`config.mk`:
```
export PLATFORM = sky130hd
export DESIGN_NAME = i4003x
export DESIGN_NICKNAME = d
export VERILOG_FILES = /design/src/rtl/i4003x.sv
export SDC_FILE = /design/constraint.sdc
export NUM_CORES = 1
export LEC_CHECK = 0
export ABC_AREA = 1
export BUFFER_PORTS_ARGS = -buffer_cell sky130_fd_sc_hd__clkbuf_2
export CAP_MARGIN = 0
export CORE_AREA = 2 2 50 52
export DETAILED_ROUTE_END_ITERATION = 12
export DIE_AREA = 0 0 52 54
export GPL_TIMING_DRIVEN = 0
export HOLD_SLACK_MARGIN = 0.05
export PLACE_DENSITY = 0.74
export SETUP_SLACK_MARGIN = 0.3
export SYNTH_ARGS = -nofsm -noshare
export SYNTH_HDL_FRONTEND = slang
export SYNTH_SLANG_ARGS = --single-unit
```
`constraint.sdc`:
```
create_clock -name CLK_i -period 1.4 [get_ports CLK_i]
set_clock_uncertainty 0.2 [all_clocks]
set_input_delay 0.28 -clock CLK_i [delete_from_list [all_inputs] [get_ports CLK_i]]
set_output_delay 0.28 -clock CLK_i [all_outputs]
set_load 0.01 [all_outputs]
```
`src/rtl/i4003x.sv`:
```
// Bidirectional serial/parallel shift register with CP-strobe shifting, parallel load and counted bursts.
// Optional macro I4003X_CP_SYNC_EN inserts a 2-flop synchroniser ahead of the CP edge detector.
module i4003x #(
    parameter int WIDTH = 10,
    parameter int LEN_W = $clog2(WIDTH + 1)
) (
    input  logic             CLK_i,
    input  logic             RST_i,
    input  logic             CP_i,
    input  logic             DATA_IN_i,
    input  logic             DIR_i,
    input  logic             LOAD_i,
    input  logic [WIDTH-1:0] D_i,
    input  logic             BURST_i,
    input  logic [LEN_W-1:0] BURST_LEN_i,
    input  logic             E_i,
    output logic [WIDTH-1:0] Q_o,
    output logic             SERIAL_OUT_o,
    output logic             BUSY_o,
    output logic             DONE_o
);

    typedef enum logic [0:0] {
        ST_IDLE  = 1'b0,
        ST_BURST = 1'b1
    } state_t;

    localparam logic [LEN_W-1:0] CNT_ZERO = {LEN_W{1'b0}};
    localparam logic [LEN_W-1:0] CNT_ONE  = {{(LEN_W-1){1'b0}}, 1'b1};

    state_t           state_r, state_s;
    logic [WIDTH-1:0] reg_r, reg_s;
    logic [LEN_W-1:0] cnt_r, cnt_s;
    logic             done_r, done_s;
    logic             cp_prev_r;
    logic             cp_s;
    logic             cp_edge_s;

    // One-stage move; the bit leaving the exit end is dropped.
    function automatic logic [WIDTH-1:0] shift_fn(input logic [WIDTH-1:0] cur,
                                                  input logic dir, input logic din);
        if (dir) begin
            return {din, cur[WIDTH-1:1]};
        end else begin
            return {cur[WIDTH-2:0], din};
        end
    endfunction

`ifdef I4003X_CP_SYNC_EN
    logic cp_meta_r, cp_sync_r;

    // Two-flop synchroniser for the asynchronous CP strobe
    always_ff @(posedge CLK_i) begin
        if (RST_i) begin
            cp_meta_r <= 1'b0;
            cp_sync_r <= 1'b0;
        end else begin
            cp_meta_r <= CP_i;
            cp_sync_r <= cp_meta_r;
        end
    end

    assign cp_s = cp_sync_r;
`else
    assign cp_s = CP_i;
`endif

    assign cp_edge_s = cp_s & ~cp_prev_r;

    // Next-state: load beats burst, burst beats CP; CP edges while busy are dropped
    always_comb begin
        state_s = state_r;
        reg_s   = reg_r;
        cnt_s   = cnt_r;
        done_s  = 1'b0;
        if (LOAD_i) begin
            reg_s   = D_i;
            cnt_s   = CNT_ZERO;
            state_s = ST_IDLE;
        end else begin
            case (state_r)
                ST_BURST: begin
                    reg_s = shift_fn(reg_r, DIR_i, DATA_IN_i);
                    cnt_s = cnt_r - CNT_ONE;
                    if (cnt_r == CNT_ONE) begin
                        state_s = ST_IDLE;
                        done_s  = 1'b1;
                    end else begin
                        state_s = ST_BURST;
                    end
                end
                ST_IDLE: begin
                    if (BURST_i) begin
                        if (BURST_LEN_i == CNT_ZERO) begin
                            done_s = 1'b1;
                        end else begin
                            cnt_s   = BURST_LEN_i;
                            state_s = ST_BURST;
                        end
                    end else if (cp_edge_s) begin
                        reg_s = shift_fn(reg_r, DIR_i, DATA_IN_i);
                    end else begin
                        reg_s = reg_r;
                    end
                end
                default: begin
                    state_s = ST_IDLE;
                    cnt_s   = CNT_ZERO;
                end
            endcase
        end
    end

    // State registers; CP history tracks every cycle so no shift is ever deferred
    always_ff @(posedge CLK_i) begin
        if (RST_i) begin
            state_r   <= ST_IDLE;
            reg_r     <= {WIDTH{1'b0}};
            cnt_r     <= CNT_ZERO;
            done_r    <= 1'b0;
            cp_prev_r <= 1'b0;
        end else begin
            state_r   <= state_s;
            reg_r     <= reg_s;
            cnt_r     <= cnt_s;
            done_r    <= done_s;
            cp_prev_r <= cp_s;
        end
    end

    assign Q_o          = E_i ? reg_r : {WIDTH{1'b0}};
    assign SERIAL_OUT_o = DIR_i ? reg_r[0] : reg_r[WIDTH-1];
    assign BUSY_o       = (state_r == ST_BURST);
    assign DONE_o       = done_r;

endmodule

```
==> summary.txt <==
Final layout
  • Layout Cells excl Fill: 247
  • Multi-input gate area: 666 um^2
  • Commonest non-fill, non-tap cell in the layout: nand2_1
  • Fin nets: 242
  • Layout cells sized above 1: 49.3%
  • ANT cells: 0
  • Most frequent cells in the layout: nand2_1 (33), inv_1 (25), clkbuf_2 (22)
  • Seq. cell area: 362 um^2
  • Fillers: 210
  • Area grow syn2layout: 55.3%

CTS
  • CTS tree: built
  • Clock Tree Buf Depth: 2
  • CTS root buffer: clkbuf_4
  • Cts bufs inserted: 3
  • Clock latency at the later pin of the worst-skew pair: 0.29 ns
  • CTS sink cnt: 17
  • H-tree depth: 1
  • Clock-pin slew on the worst setup and hold paths: 0.10 ns

Placement
  • GP Congestion: 0.848
  • Place WS: 0.0629 ns
  • Placed insts: 225
  • Hpwl dp: 1.94 mm
  • Buffers added on ports: 33

Pwr
  • Tot Pwr: 0.00125 W
  • P_leak: 0.815 nW
  • Peak VDD IR: 564 uV
  • Pwr Density: 769 mW/mm^2

Timing
  • Fin Setup TNS: -0.0200 ns
  • Worst Tran Pin Value: 0.525 ns
  • Final worst slack: -0.0200 ns
  • Hold Vio Cnt, Final: 0
  • Crit path time final: 1.42 ns
  • Final Cycle Share: 101%
  • RSZ-0062 raised after global routing: true
  • Slew Viols, Final: 0
  • Hold Slack: 0.0382 ns
  • Final Setup Violations: 1
  • Slew headroom: 65.0%
  • F_max: 704 MHz

Logic synthesis
  • Largest area contributor in the netlist: dfxtp_1
  • Ys async rst share: 0%
  • Number of flops mapped to enable cells by yosys: 0
  • Post-synth top flop: dfxtp_1
  • Yosys top cell area share: 32.5%
  • Net count after synthesis: 186
  • Synth top area cells: dfxtp_1 (33%), nand2_1 (13%), inv_1 (10%)
  • Synthesized cell area: 0.00105 mm^2
  • Synthesized flop and latch total: 17
  • Sequential share of the synthesized area: 32.5%
  • Unique masters post-synth: 22
  • Synthesized area per cell: 6.46 um^2
  • Ys Warns: 0
  • Cells after Synth: 162

Routing
  • Routed WL: 3.16 mm
  • DR iter-0 viols: 38
  • Wire length on met3: 175 um
  • WL/cell: 12.8 um
  • DRC violations left: 0
  • Highest metal used: met4
  • Vias per Instance: 5.17
  • Drt pass-1 iters: 4
  • Vias: 1277
  • Detail Route Antenna Nets: 0
  • DRT met1 WL: 1.26 mm
  • Met2 wire length: 1.69 mm

Global routing
  • Global-route usage over all layers: 22.3%
  • Largest net degree at the start of global routing: 11
  • Vias in the first global route: 1125
  • First-pass GRT wire length: 4.69 mm
  • Initial antenna violation count: 0
  • Final global-route overflow total: 0

Outcome
  • Failing checks: negative setup slack
  • Status: finished with violations

Setup path
  • Crit path largest cell delay: 0.35 ns
  • Worst r2r src: BUSY_o
  • Crit-path slowest cell: dfxtp_2
  • Worst Setup Path Type: reg -> out
  • CP Cell Sequence: nor2_2, a21oi_2, buf_2
  • Worst-path maximum fanout: 3
  • Worst Path Required: 0.92 ns
  • Worst r2r path cells: 6
  • Buf/Inv on CP: 1
  • Critical path launch point type: flop
  • R2R Setup Slk: 0.11 ns
  • Reg2reg end: reg_r[3]
  • Worst Path Arrival: 0.94 ns
  • Worst Setup End Kind: output port
  • CP top delay family: flip-flops

Floorplanning
  • Die W: 52 um
  • Initial Utilization: 45.1%
  • Die Area: 0.00281 mm^2
  • I/O pin total: 35
  • FP Rows: 18
  • Core area: 0.00232 mm^2
  • DIE HEIGHT: 54 um

Hold path
  • Number of cells on the worst hold path: 3
  • WHS Endpoint: cnt_r[2]
  • Min-delay src: BURST_LEN_i[2]
  • Hold Crit Class: in -> reg

Run
  • Max Cap Violations: 0
==> stage by stage <==
step	area [um^2]	utilization (%)
floorplan	1070	-
global placement	1270	54.7
detailed placement	1270	54.7
CTS	1540	66.3
global route	1620	70.0
finish	1620	70.0
==> metal layers <==
| layer | track usage, % | vias up |
|---|---|---|
| li1 | - | 636 |
| met1 | 22.9 | 592 |
| met2 | 44.5 | 45 |
| met3 | 3.89 | 4 |
| met4 | 7.89 | 0 |
| met5 | 0 | - |
==> cell usage after synthesis, types with 2 or more instances <==
| cell | count |
|---|---|
| o21ai_1 | 19 |
| ha_1 | 2 |
| o21ai_0 | 7 |
| buf_6 | 4 |
| o211ai_1 | 7 |
| nor2_1 | 10 |
| nand2_1 | 36 |
| a21oi_1 | 14 |
| inv_1 | 29 |
| dfxtp_1 | 17 |
| nand3_1 | 6 |
==> tightest hold or removal path, cell delays in order <==
cell,delay [ns]
clkbuf_2,0.09
nor3_1,0.05
nor2_1,0.08
==> cells by family (layout without fill, tap and decap cells) <==
logic type	after synthesis	count (layout)	share of synthesized area, %
buffers and inverters	38	93	17.1
AOI/OAI and AO/OA	48	48	25.0
adders and majority gates	2	2	2.39
DFF	17	17	32.5
xor gates and xnor gates	1	1	0.837
and+or+nand+nor	56	56	22.1
==> sequential cells by signal, indices dropped and copies added (netlist names) <==
| signal | flops |
|---|---|
| BUSY_o | 1 |
| DONE_o | 1 |
| cnt_r | 4 |
| cp_prev_r | 1 |
| reg_r | 10 |
==> power by group <==
part | internal, W | leakage, nW | switching [W] | total, W
Sequential | 0.000524 | 0.145 | 0.0000252 | 0.000550
Clock | 0.000111 | 0.0150 | 0.000158 | 0.000269
Combinational | 0.000201 | 0.655 | 0.000229 | 0.000431
Total | 0.000837 | 0.815 | 0.000412 | 0.00125
==> layout make-up <==
cell class / count / share of cell area, %
Buffer: 8 / 4.62
Clock buffer: 4 / 1.62
Inverter: 30 / 7.09
Multi-Input combinational cell: 107 / 41.0
Sequential cell: 17 / 22.3
Tap cell: 30 / 2.31
Timing Repair Buffer: 51 / 21.1
==> timing repair <==
action	CTS	global route
hold buffers	2	0
pin swaps	11	7
setup buffers	12	3
hold endpoints to repair	3	0
setup endpoints to repair	29	29
resized for setup	42	27
cloned	1	0
==> worst max path at each step <==
| stage | cells past startpoint | startpoint | endpoint |
|---|---|---|---|
| after global placement | 5 | DIR_i | SERIAL_OUT_o |
| after detailed placement | 5 | DIR_i | SERIAL_OUT_o |
| after global routing | 3 | reg_r[0] | SERIAL_OUT_o |
| after floorplan | 6 | BUSY_o | reg_r[3] |
| final | 3 | reg_r[9] | SERIAL_OUT_o |
| after CTS | 3 | reg_r[0] | SERIAL_OUT_o |
Note: power is estimated with default switching activity, not from simulation.
